### config.mk
export PLATFORM = sky130hd
export DESIGN_NAME = turn_timer_scheduler
export DESIGN_NICKNAME = d
export VERILOG_FILES = /design/src/rtl/turn_timer_scheduler.sv
export SDC_FILE = /design/constraint.sdc
export NUM_CORES = 1
export LEC_CHECK = 0
export CORE_MARGIN = 1
export CORE_UTILIZATION = 40
export DETAILED_ROUTE_END_ITERATION = 16
export PLACE_DENSITY = 0.71
export SETUP_SLACK_MARGIN = 0.1
export SYNTH_ARGS = -nofsm -noshare
export SYNTH_HDL_FRONTEND = slang
export SYNTH_SLANG_ARGS = --single-unit
export TNS_END_PERCENT = 20
### constraint.sdc
create_clock -name clk -period 2.3 [get_ports clk]
set_input_delay 0.23 -clock clk [delete_from_list [all_inputs] [get_ports clk]]
set_output_delay 0.23 -clock clk [all_outputs]
set_load 0.005 [all_outputs]
### src/rtl/turn_timer_scheduler.sv
// Round-robin turn scheduler: grants each active player a timed turn driven by a shared 1 s tick,
// gates the seconds prescaler and reports the current player and remaining seconds.
module turn_timer_scheduler #(
   parameter int unsigned N_PLAYERS = 4,
   parameter int unsigned PW        = 2,
   parameter int unsigned TURN_SEC  = 30,
   parameter int unsigned SW        = 6
) (
   input  logic                 clk,
   input  logic                 rst,
   input  logic                 start_i,
   input  logic                 abort_i,
   input  logic                 pause_i,
   input  logic [N_PLAYERS-1:0] player_active_i,
   input  logic [N_PLAYERS-1:0] player_done_i,
   input  logic                 sec_tick_i,
   output logic                 tick_en_o,
   output logic                 clear_time_o,
   output logic [PW-1:0]        cur_player_o,
   output logic [N_PLAYERS-1:0] turn_grant_o,
   output logic [SW-1:0]        secs_left_o,
   output logic                 turn_change_o,
   output logic                 turn_timeout_o,
   output logic                 busy_o
);

   localparam logic [2:0] StIdle  = 3'd0;
   localparam logic [2:0] StLoad  = 3'd1;
   localparam logic [2:0] StRun   = 3'd2;
   localparam logic [2:0] StPause = 3'd3;
   localparam logic [2:0] StNext  = 3'd4;

   localparam logic [SW-1:0] TurnLoad = SW'(TURN_SEC);

   logic [2:0]    state_q, state_d;
   logic [PW-1:0] cur_q, cur_d;
   logic [SW-1:0] secs_q, secs_d;
   logic          timeout_q, timeout_d;

   logic          first_found, next_found;
   logic [PW-1:0] first_idx, next_idx, cand;

   // Lowest active slot for game start; first active slot after cur_q (wrapping) for hand-over.
   always_comb begin
      first_found = 1'b0;
      first_idx   = '0;
      next_found  = 1'b0;
      next_idx    = '0;
      cand        = '0;
      for (int unsigned i = 0; i < N_PLAYERS; i++) begin
         if (!first_found && player_active_i[PW'(i)]) begin
            first_found = 1'b1;
            first_idx   = PW'(i);
         end
      end
      for (int unsigned k = 1; k <= N_PLAYERS; k++) begin
         cand = PW'((32'(cur_q) + k) % N_PLAYERS);
         if (!next_found && player_active_i[cand]) begin
            next_found = 1'b1;
            next_idx   = cand;
         end
      end
   end

   always_comb begin
      state_d   = state_q;
      cur_d     = cur_q;
      secs_d    = secs_q;
      timeout_d = 1'b0;
      if (abort_i) begin
         state_d = StIdle;
         secs_d  = '0;
      end else begin
         case (state_q)
            StIdle: begin
               if (start_i && first_found) begin
                  state_d = StLoad;
                  cur_d   = first_idx;
               end
            end
            StLoad: begin
               secs_d  = TurnLoad;
               state_d = StRun;
            end
            StRun: begin
               // Pause wins over done, done wins over the tick.
               if (pause_i) begin
                  state_d = StPause;
               end else if (player_done_i[cur_q]) begin
                  state_d = StNext;
               end else if (sec_tick_i) begin
                  if (secs_q <= SW'(1)) begin
                     secs_d    = '0;
                     timeout_d = 1'b1;
                     state_d   = StNext;
                  end else begin
                     secs_d = secs_q - SW'(1);
                  end
               end
            end
            StPause: begin
               if (!pause_i) begin
                  state_d = StRun;
               end
            end
            StNext: begin
               if (next_found) begin
                  state_d = StLoad;
                  cur_d   = next_idx;
               end else begin
                  state_d = StIdle;
                  secs_d  = '0;
               end
            end
            default: begin
               state_d = StIdle;
               secs_d  = '0;
            end
         endcase
      end
   end

   always_ff @(posedge clk) begin
      if (!rst) begin
         state_q   <= StIdle;
         cur_q     <= '0;
         secs_q    <= '0;
         timeout_q <= 1'b0;
      end else begin
         state_q   <= state_d;
         cur_q     <= cur_d;
         secs_q    <= secs_d;
         timeout_q <= timeout_d;
      end
   end

   always_comb begin
      turn_grant_o = '0;
      if (state_q == StLoad || state_q == StRun || state_q == StPause) begin
         turn_grant_o[cur_q] = 1'b1;
      end
   end

   assign tick_en_o      = (state_q == StRun);
   assign clear_time_o   = (state_q == StLoad);
   assign turn_change_o  = (state_q == StLoad);
   assign busy_o         = (state_q != StIdle);
   assign cur_player_o   = cur_q;
   assign secs_left_o    = secs_q;
   assign turn_timeout_o = timeout_q;

endmodule

### Yosys cells after proc, flatten, opt, wreduce, memory -nomap -nowiden

Cells that the tools add are included.

| cells by class | value |
|---|---|
| bitwise gates (word level) | 5 |
| shifts and indexed selects | 0 |
| reduce and logical (&&, ||, !) cells | 25 |
| add/sub/neg operators | 5 |
| eq/ne operators | 13 |
| order comparisons | 7 |
| muxes and demuxes | 46 |
| $mul | 0 |
| div/mod/pow operators | 0 |

Operator list:

| operator | number |
|---|---|
| $mux W6 | 5 |
| $pmux W6 S4 | 1 |
| $mux W3 | 6 |
| $mux W1 | 17 |
| $mux W2 | 8 |
| $lt A2 B3 Y1 const B | 5 |
| $pmux W3 S5 | 1 |
| $ne A2 B2 Y1 const B | 7 |
| $bmux W1 S2 | 5 |
| $logic_and A1 B1 Y1 | 8 |
| $reduce_and A4 Y1 | 2 |
| $eq A3 B2 Y1 const B | 2 |
| $le A6 B1 Y1 const B | 1 |
| $logic_not A1 Y1 | 6 |
| $reduce_or A6 Y1 | 1 |
| $sub A6 B1 Y6 const B | 1 |
| $not A1 Y1 | 5 |
| $reduce_and A5 Y1 | 1 |
| $add A2 B1 Y2 const B | 2 |
| $add A2 B2 Y2 const B | 2 |
| $mux W4 | 1 |
| $ne A4 B2 Y1 const B | 1 |
| $ne A4 B3 Y1 const B | 1 |
| $pmux W2 S2 | 1 |
| 9 further kinds | 11 |

| word-level totals | value |
|---|---|
| bits in latches | 0 |
| memory bits (writable) | 0 |
| input bits | 14 |
| memories | 0 |
| ROM bits | 0 |
| register bits | 12 |
| output and inout bits | 17 |
| word-level logic and storage cells | 105 |

### Longest topological paths before layout

Gate-level depths: netlist of the first run.

| depth | value |
|---|---|
| depth after elaboration | 15 |
| gate-level depth with buffers | 8 |
| mapped depth without buffers | 7 |

### Least setup slack after synthesis of the first run

OpenSTA, ideal clock, no wires.

| timing | value |
|---|---|
| path kind | reg-to-reg |
| start | register cur_q[0], in the netlist cur_player_o[0] |
| end | register cur_q[0], in the netlist cur_player_o[0] |
| arrival time | 1.882 ns |
| clock period less this slack | 1.954 ns |
| setup time | 0.072 ns |
| slack | 0.346 ns |
| stages on the path, launching flop included | 9 |
| required time | 2.228 ns |
| path buffers | 1 |
| cell sequence | dfxtp_1 > buf_6 > inv_1 > ha_1 > nand2b_1 > and3_1 > a32o_1 > a21oi_1 > mux2i_1 |

| on the way | value |
|---|---|
| word-level cells in the longest chain between the ends | 15 |
| elaborated cells between the ends (all ways) | 30 |
| classes of those cells | add/sub (4); eq/ne (1); mux (18); reduce/logical (7) |

Ends and longest elaborated chain:

| element | line | RTL |
|---|---|---|
| start, declared | 36 | `logic [PW-1:0] cur_q, cur_d;` |
| start signal, assigned | 131 | `cur_q <= cur_d;` |
| $add A2 B1 Y2 | 57 | `cand = PW'((32'(cur_q) + k) % N_PLAYERS);` |
| $bmux W1 S2 | 58 | `if (!next_found && player_active_i[cand]) begin` |
| $mux W1 (not written as such) | 58 |  |
| $mux W1 | 58 |  |
| $logic_not A1 Y1 | 58 |  |
| $logic_and A1 B1 Y1 | 58 |  |
| $mux W1 | 58 |  |
| $logic_not A1 Y1 | 58 |  |
| $logic_and A1 B1 Y1 | 58 |  |
| $mux W1 | 58 |  |
| $logic_not A1 Y1 | 58 |  |
| $logic_and A1 B1 Y1 | 58 |  |
| $mux W1 / $mux W2 (equally long branches) | 58 |  |
| $ne A2 B2 Y1 (no source line) / $mux W2 (equally long branches) | n/a |  |
| $reduce_and A4 Y1 (no source line) / $pmux W2 S2 (equally long branches) | n/a |  |

Several ways; a longest one is shown, not always the timed one. The select of a mux whose other input is x is not followed.
A chain may end at the register's enable or synchronous reset.

### Worst setup path after layout of the first run

| timing | value |
|---|---|
| start | register state_q[1] |
| end | output port tick_en_o |

| on the way | value |
|---|---|
| word-level cells in the longest chain between the ends | 1 |

Ends and longest elaborated chain:

| element | line | RTL |
|---|---|---|
| start, declared | 35 | `logic [2:0] state_q, state_d;` |
| start signal, assigned | 125 | `state_q <= StIdle;` |
| start signal, assigned | 130 | `state_q <= state_d;` |
| $eq A3 B2 Y1 | 144 | `assign tick_en_o = (state_q == StRun);` |
| end, declared | 17 | `output logic tick_en_o,` |

Every way passes these cells.

==> run summary, run 1 <==
Clock H-tree levels: 1
share of cells above drive strength 1: 14.6%
routed len/inst: 13.2 um
CTS hold repair buffers: 0
final count of pins violating max slew: 0
HP Class: reg -> reg
Synth Register Bits: 12
Worst-path clk slew: 0.08 ns
total gr overflow: 0
Initial Util: 43.4%
dpl ws: 0.110 ns
synth warn: 0
Clock Path Buffers: 2
die width: 54.3 um
first-pass GRT wire length: 4200 um
Total GRT Usage: 19.5%
Synth async-reset ratio: 0%
Cells after Synth: 138
Layout fillers: 241
data arrival time of the worst path: 1.84 ns
Clock Sinks: 12
post-DR vias/cell: 5.65
Final Worst Setup Slack: 0.232 ns
Non-Filler Instances: 201
Post-Syn Nets: 158
slowest stage delay, CP: 0.51 ns
number of global-route vias before repair: 955
drt first pass iters: 4
Crit Path Class: reg -> out
largest area contributor in the netlist: dfxtp_1
ys flop type: dfxtp_1
ant diodes: 0
status: finished, final reports clean
setup_tns: 0 ns
pwr dens: 395 mW/mm2
CP startpoint kind: register
Core ar.: 0.00252 mm2
critical path's slowest cell: clkdlybuf4s50_1
highest achievable clock rate: 483 MHz
RSZ-0062 raised after global routing: false
maxcap violations: 0
Post-CTS Setup Bufs: 0
Slew Limit Headroom: 62.3%
number of synthesized flops with an enable pin: 0
worst vdd ir: 0.000278 V
Cell Area, Synth: 0.00109 mm2
die area: 0.00295 mm2
Setup Viol. Count Final: 0
ranking of synthesized cells by area: dfxtp_1, ha_1, mux2i_1
Final Skew: 0.00392 ns
final antenna-violating net count: 0
final WL: 2650 um
row cnt: 18
CP endpoint kind: output port
Chip Height: 54.3 um
fin crit share: 89.9%
# port buffers: 30
Crit path required time: 2.07 ns
crit path max fanout: 9
TritonCTS clock tree: yes
largest net degree at the start of global routing: 12
CTS Buf Count: 3
vias: 1,135
worst slew pin tran: 0.564 ns
DRC viols: 0
count of cells resized by post-cts repair: 0
LEAKAGE: 0.585 nW
Area Growth Syn to Fin: 34.4%
DR iter-0 viols: 29
final net count: 192
RePlAce Congestion: 0.842
antenna violations before repair: 0
Synth top area share: 22.0%
placed cell count: 197
Top-Level Pins: 31
Syn Area/Cell: 7.92 um2
Period minus WS final: 2.07 ns
Final Util: 58.3%
final hold slack: 0.489 ns
Worst-Skew Late Latency: 0.28 ns
hpwl dp: 2070 um
Synth cell types: 46
Fin. Hold Viols: 0
sequential-to-total area share from yosys stat: 22.0%
CP cell instances: nor2b_1, nand2b_1, inv_1, clkdlybuf4s50_1
clk root buf: clkbuf_4
==> critical path, delay by kind of cell, from the launching register on <==
family        cells  cell delay, ns
simple gates      2            0.43
buf+inv           2            0.65
flops             1            0.48
==> sequential cells by signal, summed over array words and instances (netlist names) <==
register and count:
cur_player_o 2, secs_left_o 6, state_q 3, turn_timeout_o 1
==> cell usage after synthesis (all sizes together) (2+ instances only) <==
master,instances
and2,4
or4,2
clkbuf,4
a21oi,5
o21ai,7
nor2b,2
buf,5
nor4,3
o21a,3
mux2,2
or3,3
nand2b,4
mux2i,7
ha,6
dfxtp,12
o22ai,4
and3,2
a31oi,3
nor3,9
nor2,17
o221ai,2
nand2,10
inv,7
==> kinds of logic (layout without fill, tap and decap cells) <==
logic type / Yosys count / after routing / share of synthesized area (%)
simple gates: 60 / 60 / 28.4
mux: 10 / 10 / 10.5
flops: 12 / 12 / 22.0
compound gates: 34 / 34 / 24.6
fa+ha+maj: 6 / 6 / 6.86
buf+inv: 16 / 49 / 7.66
==> cell type report <==
class                      count  area (um2)  area share, %
multi-input combinational    110         769           52.3
timing repair buffer          38         360           24.5
sequential                    12         240           16.3
tap                           30        37.5           2.55
clock buffer                   4        36.3           2.47
inverter                       7        26.3           1.79
==> through the flow <==
stage | area (um2) | total power, W
4_1_cts | 1470 | 0.000586
3_3_place_gp | 1430 | 0.000409
6_report | 1470 | 0.000581
2_1_floorplan | 1090 | 0.000340
3_5_place_dp | 1430 | 0.000413
5_1_grt | 1470 | 0.000617
==> power breakdown <==
group / internal (W) / leakage [nW] / total, W / switching, W
logic: 0.000100 / 0.466 / 0.000189 / 0.0000890
clock network: 0.0000964 / 0.0210 / 0.000172 / 0.0000759
registers: 0.000213 / 0.0972 / 0.000220 / 0.00000707
total: 0.000409 / 0.585 / 0.000581 / 0.000172
==> layout by cell type (no fill, tap or decap), types with 2 or more instances in the layout <==
| cell type | n |
|---|---|
| ha_1 | 6 |
| nor2_1 | 17 |
| o21a_1 | 2 |
| nor3_1 | 9 |
| and3_1 | 2 |
| o22ai_1 | 4 |
| nand2_1 | 10 |
| nor2b_1 | 2 |
| mux2_2 | 2 |
| o21ai_2 | 2 |
| a31oi_1 | 3 |
| buf_4 | 8 |
| nor4_1 | 3 |
| inv_1 | 7 |
| clkdlybuf4s50_1 | 30 |
| o21ai_0 | 5 |
| mux2i_1 | 7 |
| nand2b_1 | 4 |
| a21oi_1 | 4 |
| clkbuf_4 | 3 |
| and2_1 | 4 |
| dfxtp_1 | 12 |
| o221ai_1 | 2 |
==> metal layers <==
layer / GRT usage [%] / vias to the layer above / wire length [um]
met5: 0 / - / 0
met4: 7.69 / 0 / 45
met3: 2.22 / 5 / 92
met2: 35.4 / 28 / 1320
met1: 23.1 / 536 / 1190
li1: - / 566 / -
==> path summary, 6_finish.rpt <==
path,startpoint,endpoint,slack (ns),cells past startpoint
setup / recovery,state_q[1],tick_en_o,0.23,4
hold / removal,secs_left_o[4],secs_left_o[4],0.49,2
setup reg to reg,cur_player_o[0],cur_player_o[0],0.36,7
hold reg to reg,secs_left_o[4],secs_left_o[4],0.49,2
No activity file was read; power rests on OpenSTA's default activity.
==> inputs of run 2 (changes only) <==
--- a/config.mk
+++ b/config.mk
@@ -7,9 +7,10 @@
 export LEC_CHECK = 0
 export CORE_MARGIN = 1
 export CORE_UTILIZATION = 40
+export CTS_CLUSTER_SIZE = 24
 export DETAILED_ROUTE_END_ITERATION = 16
-export PLACE_DENSITY = 0.71
-export SETUP_SLACK_MARGIN = 0.1
+export PLACE_DENSITY = 0.69
+export SETUP_SLACK_MARGIN = 0.2
 export SYNTH_ARGS = -nofsm -noshare
 export SYNTH_HDL_FRONTEND = slang
 export SYNTH_SLANG_ARGS = --single-unit
==> run 2 against run 1 <==
Compared with the run above: clock-buffer cell count unchanged; global-route usage up 1.4 points; fmax up 2.0%; clock skew up 0.010 ns; wire length up 2.0%; via count up 0.53%; sequential power about the same; clock power down 2%; critical endpoint is now cur_player_o[0]; largest cell class unchanged; highest routed layer unchanged.
==> run summary, run 2 (synthesis results as in run 1) <==
status: finished, final reports clean
Chip Height: 54.3 um (unchanged)
Clock Path Buffers: 2 (unchanged)
Top-Level Pins: 31 (unchanged)
crit path buf inv count: 1 (-1)
crit path max fanout: 8 (-1)
Clock Sinks: 12 (unchanged)
drt first pass iters: 4 (unchanged)
clk root buf: clkbuf_4
final count of pins violating max slew: 0 (unchanged)
most common cell after layout, fill and taps aside: clkdlybuf4s50_1
slowest stage delay, CP: 0.43 ns (-0.08 ns)
Worst-path clk slew: 0.09 ns (about the same)
Area Growth Syn to Fin: 35.4%
antenna violations before repair: 0 (unchanged)
CP endpoint kind: register
first-pass GRT wire length: 4510 um (+7.2%)
Total GRT Usage: 20.9% (+1.4 points)
cell depth of the worst setup path: 7 (+3)
Reg2Reg Depth: 7 (unchanged)
Crit Path Class: reg -> reg
worst vdd ir: 0.000219 V (-21%)
routed len/inst: 13.4 um (+1.5%)
row cnt: 18 (unchanged)
total gr overflow: 0 (unchanged)
die width: 54.3 um (unchanged)
Post-CTS Setup Bufs: 0 (unchanged)
ant diodes: 0 (unchanged)
final hold slack: 0.479 ns (-0.0102 ns)
CP cell instances: inv_1, ha_1, nand2b_1, and3_1, a32o_1, a21oi_1, mux2i_1
Worst-Skew Late Latency: 0.27 ns (about the same)
maxcap violations: 0 (unchanged)
fin crit share: 88.2% (-1.7 points)
delay-heaviest family, CP: compound AO/OA/AOI/OAI gates
RSZ-0062 raised after global routing: true
Setup Viol. Count Final: 0 (unchanged)
post-DR vias/cell: 5.65 (about the same)
HP Class: reg -> reg
final net count: 193 (+0.52%)
min-delay src: secs_left_o[4]
CP startpoint kind: register
pwr dens: 392 mW/mm2 (-0.84%)
RePlAce Congestion: 0.856 (+1.7%)
# port buffers: 30 (unchanged)
die area: 0.00295 mm2 (unchanged)
Slew Limit Headroom: 63.1% (+0.82 points)
CTS hold repair buffers: 0 (unchanged)
number of flip-flops in the largest register: 6 (unchanged)
DR iter-0 viols: 27 (-6.9%)
Initial Util: 43.4% (unchanged)
hold path depth: 2 (unchanged)
highest achievable clock rate: 493 MHz (+2.0%)
CTS Buf Count: 3 (unchanged)
critical path's slowest cell: dfxtp_2
Core ar.: 0.00252 mm2 (unchanged)
vias: 1,141 (+0.53%)
LEAKAGE: 0.590 nW (+0.98%)
DRC viols: 0 (unchanged)
Hold Crit Endpoint: secs_left_o[4]
number of global-route vias before repair: 1,015 (+6.3%)
Period minus WS final: 2.03 ns (-0.0397 ns)
Crit path required time: 2.50 ns (+0.43 ns)
Worst R2R Start: cur_player_o[0]
Final Util: 58.7% (+0.40 points)
Fin. Hold Viols: 0 (unchanged)
Clock H-tree levels: 1 (unchanged)
R2R Setup Slk: 0.27 ns (-0.09 ns)
setup_tns: 0 ns (unchanged)
hpwl dp: 2150 um (+3.7%)
most frequent cells in the layout: clkdlybuf4s50_1, nor2_1, nand2_1, dfxtp_1
data arrival time of the worst path: 2.23 ns (+0.39 ns)
final antenna-violating net count: 0 (unchanged)
reg-to-reg critical path endpoint: cur_player_o[0]
worst slew pin tran: 0.551 ns (-0.0123 ns)
TritonCTS clock tree: yes
Area after DPL: 0.00144 mm2 (+0.52%)
final WL: 2700 um (+2.0%)
share of cells above drive strength 1: 16.3% (+1.7 points)
post-route cell area: 0.00148 mm2 (+0.68%)
largest net degree at the start of global routing: 12 (unchanged)
Final Skew: 0.0141 ns (+0.0102 ns)
-- run 2: cell types whose count changed in the layout (fill, tap and decap cells not counted) --
cell and delta:
dfxtp_2 +2, buf_4 +1, dfxtp_1 -2
-- run 2: tightest hold or removal path: cells and delay by family, from the launching register on --
kind | cells | cell delay, ns
AO/OA/AOI/OAI | 1 | 0.05
AND/OR/NAND/NOR | 1 | 0.06
flip-flops | 1 | 0.33
-- run 2: what timing repair did --
item / 4_1_cts / 5_1_grt
resized for setup: 1 / 1
setup endpoints to repair: 1 / 3
endpoints found under the hold margin: 0 / 0
-- run 2: where the power goes --
group	leakage (nW)	internal, W	switching (W)
combinational	0.471	0.000102	0.0000893
sequential	0.0981	0.000213	0.00000851
clock	0.0210	0.0000960	0.0000717
-- run 2: how the worst max path moves through the flow --
stage	startpoint	to	slack [ns]
finish	cur_player_o[0]	cur_player_o[0]	0.27
global route	cur_player_o[0]	cur_player_o[0]	0.12
CTS	state_q[1]	tick_en_o	0.23
detailed placement	cur_player_o[0]	cur_player_o[0]	0.18
global placement	player_active_i[1]	secs_left_o[3]	0.22
floorplan	cur_player_o[0]	cur_player_o[0]	0.35
-- run 2: cell type report --
class	instances	area, um2
Clock buffer	4	36.3
Timing Repair Buffer	39	368
Sequential cell	12	243
Fill cell	237	1040
Inverter	7	26.3
Multi-Input combinational cell	110	769
Tap cell	30	37.5
-- run 2: through the flow --
step	power (W)	setup slack, ns	instances
6_report	0.000580	0.271	202
5_1_grt	0.000619	0.124	202
4_1_cts	0.000582	0.225	202
3_5_place_dp	0.000416	0.178	198
3_3_place_gp	0.000411	0.219	198
2_1_floorplan	0.000340	0.346	138
-- run 2: per-layer routing --
layer | global-route usage, % | vias up | routed length, um
met1 | 26.6 | 520 | 1200
met2 | 34.8 | 44 | 1310
met4 | 7.69 | 0 | 61
met3 | 3.89 | 6 | 130
li1 | - | 571 | -
met5 | 0 | - | 0
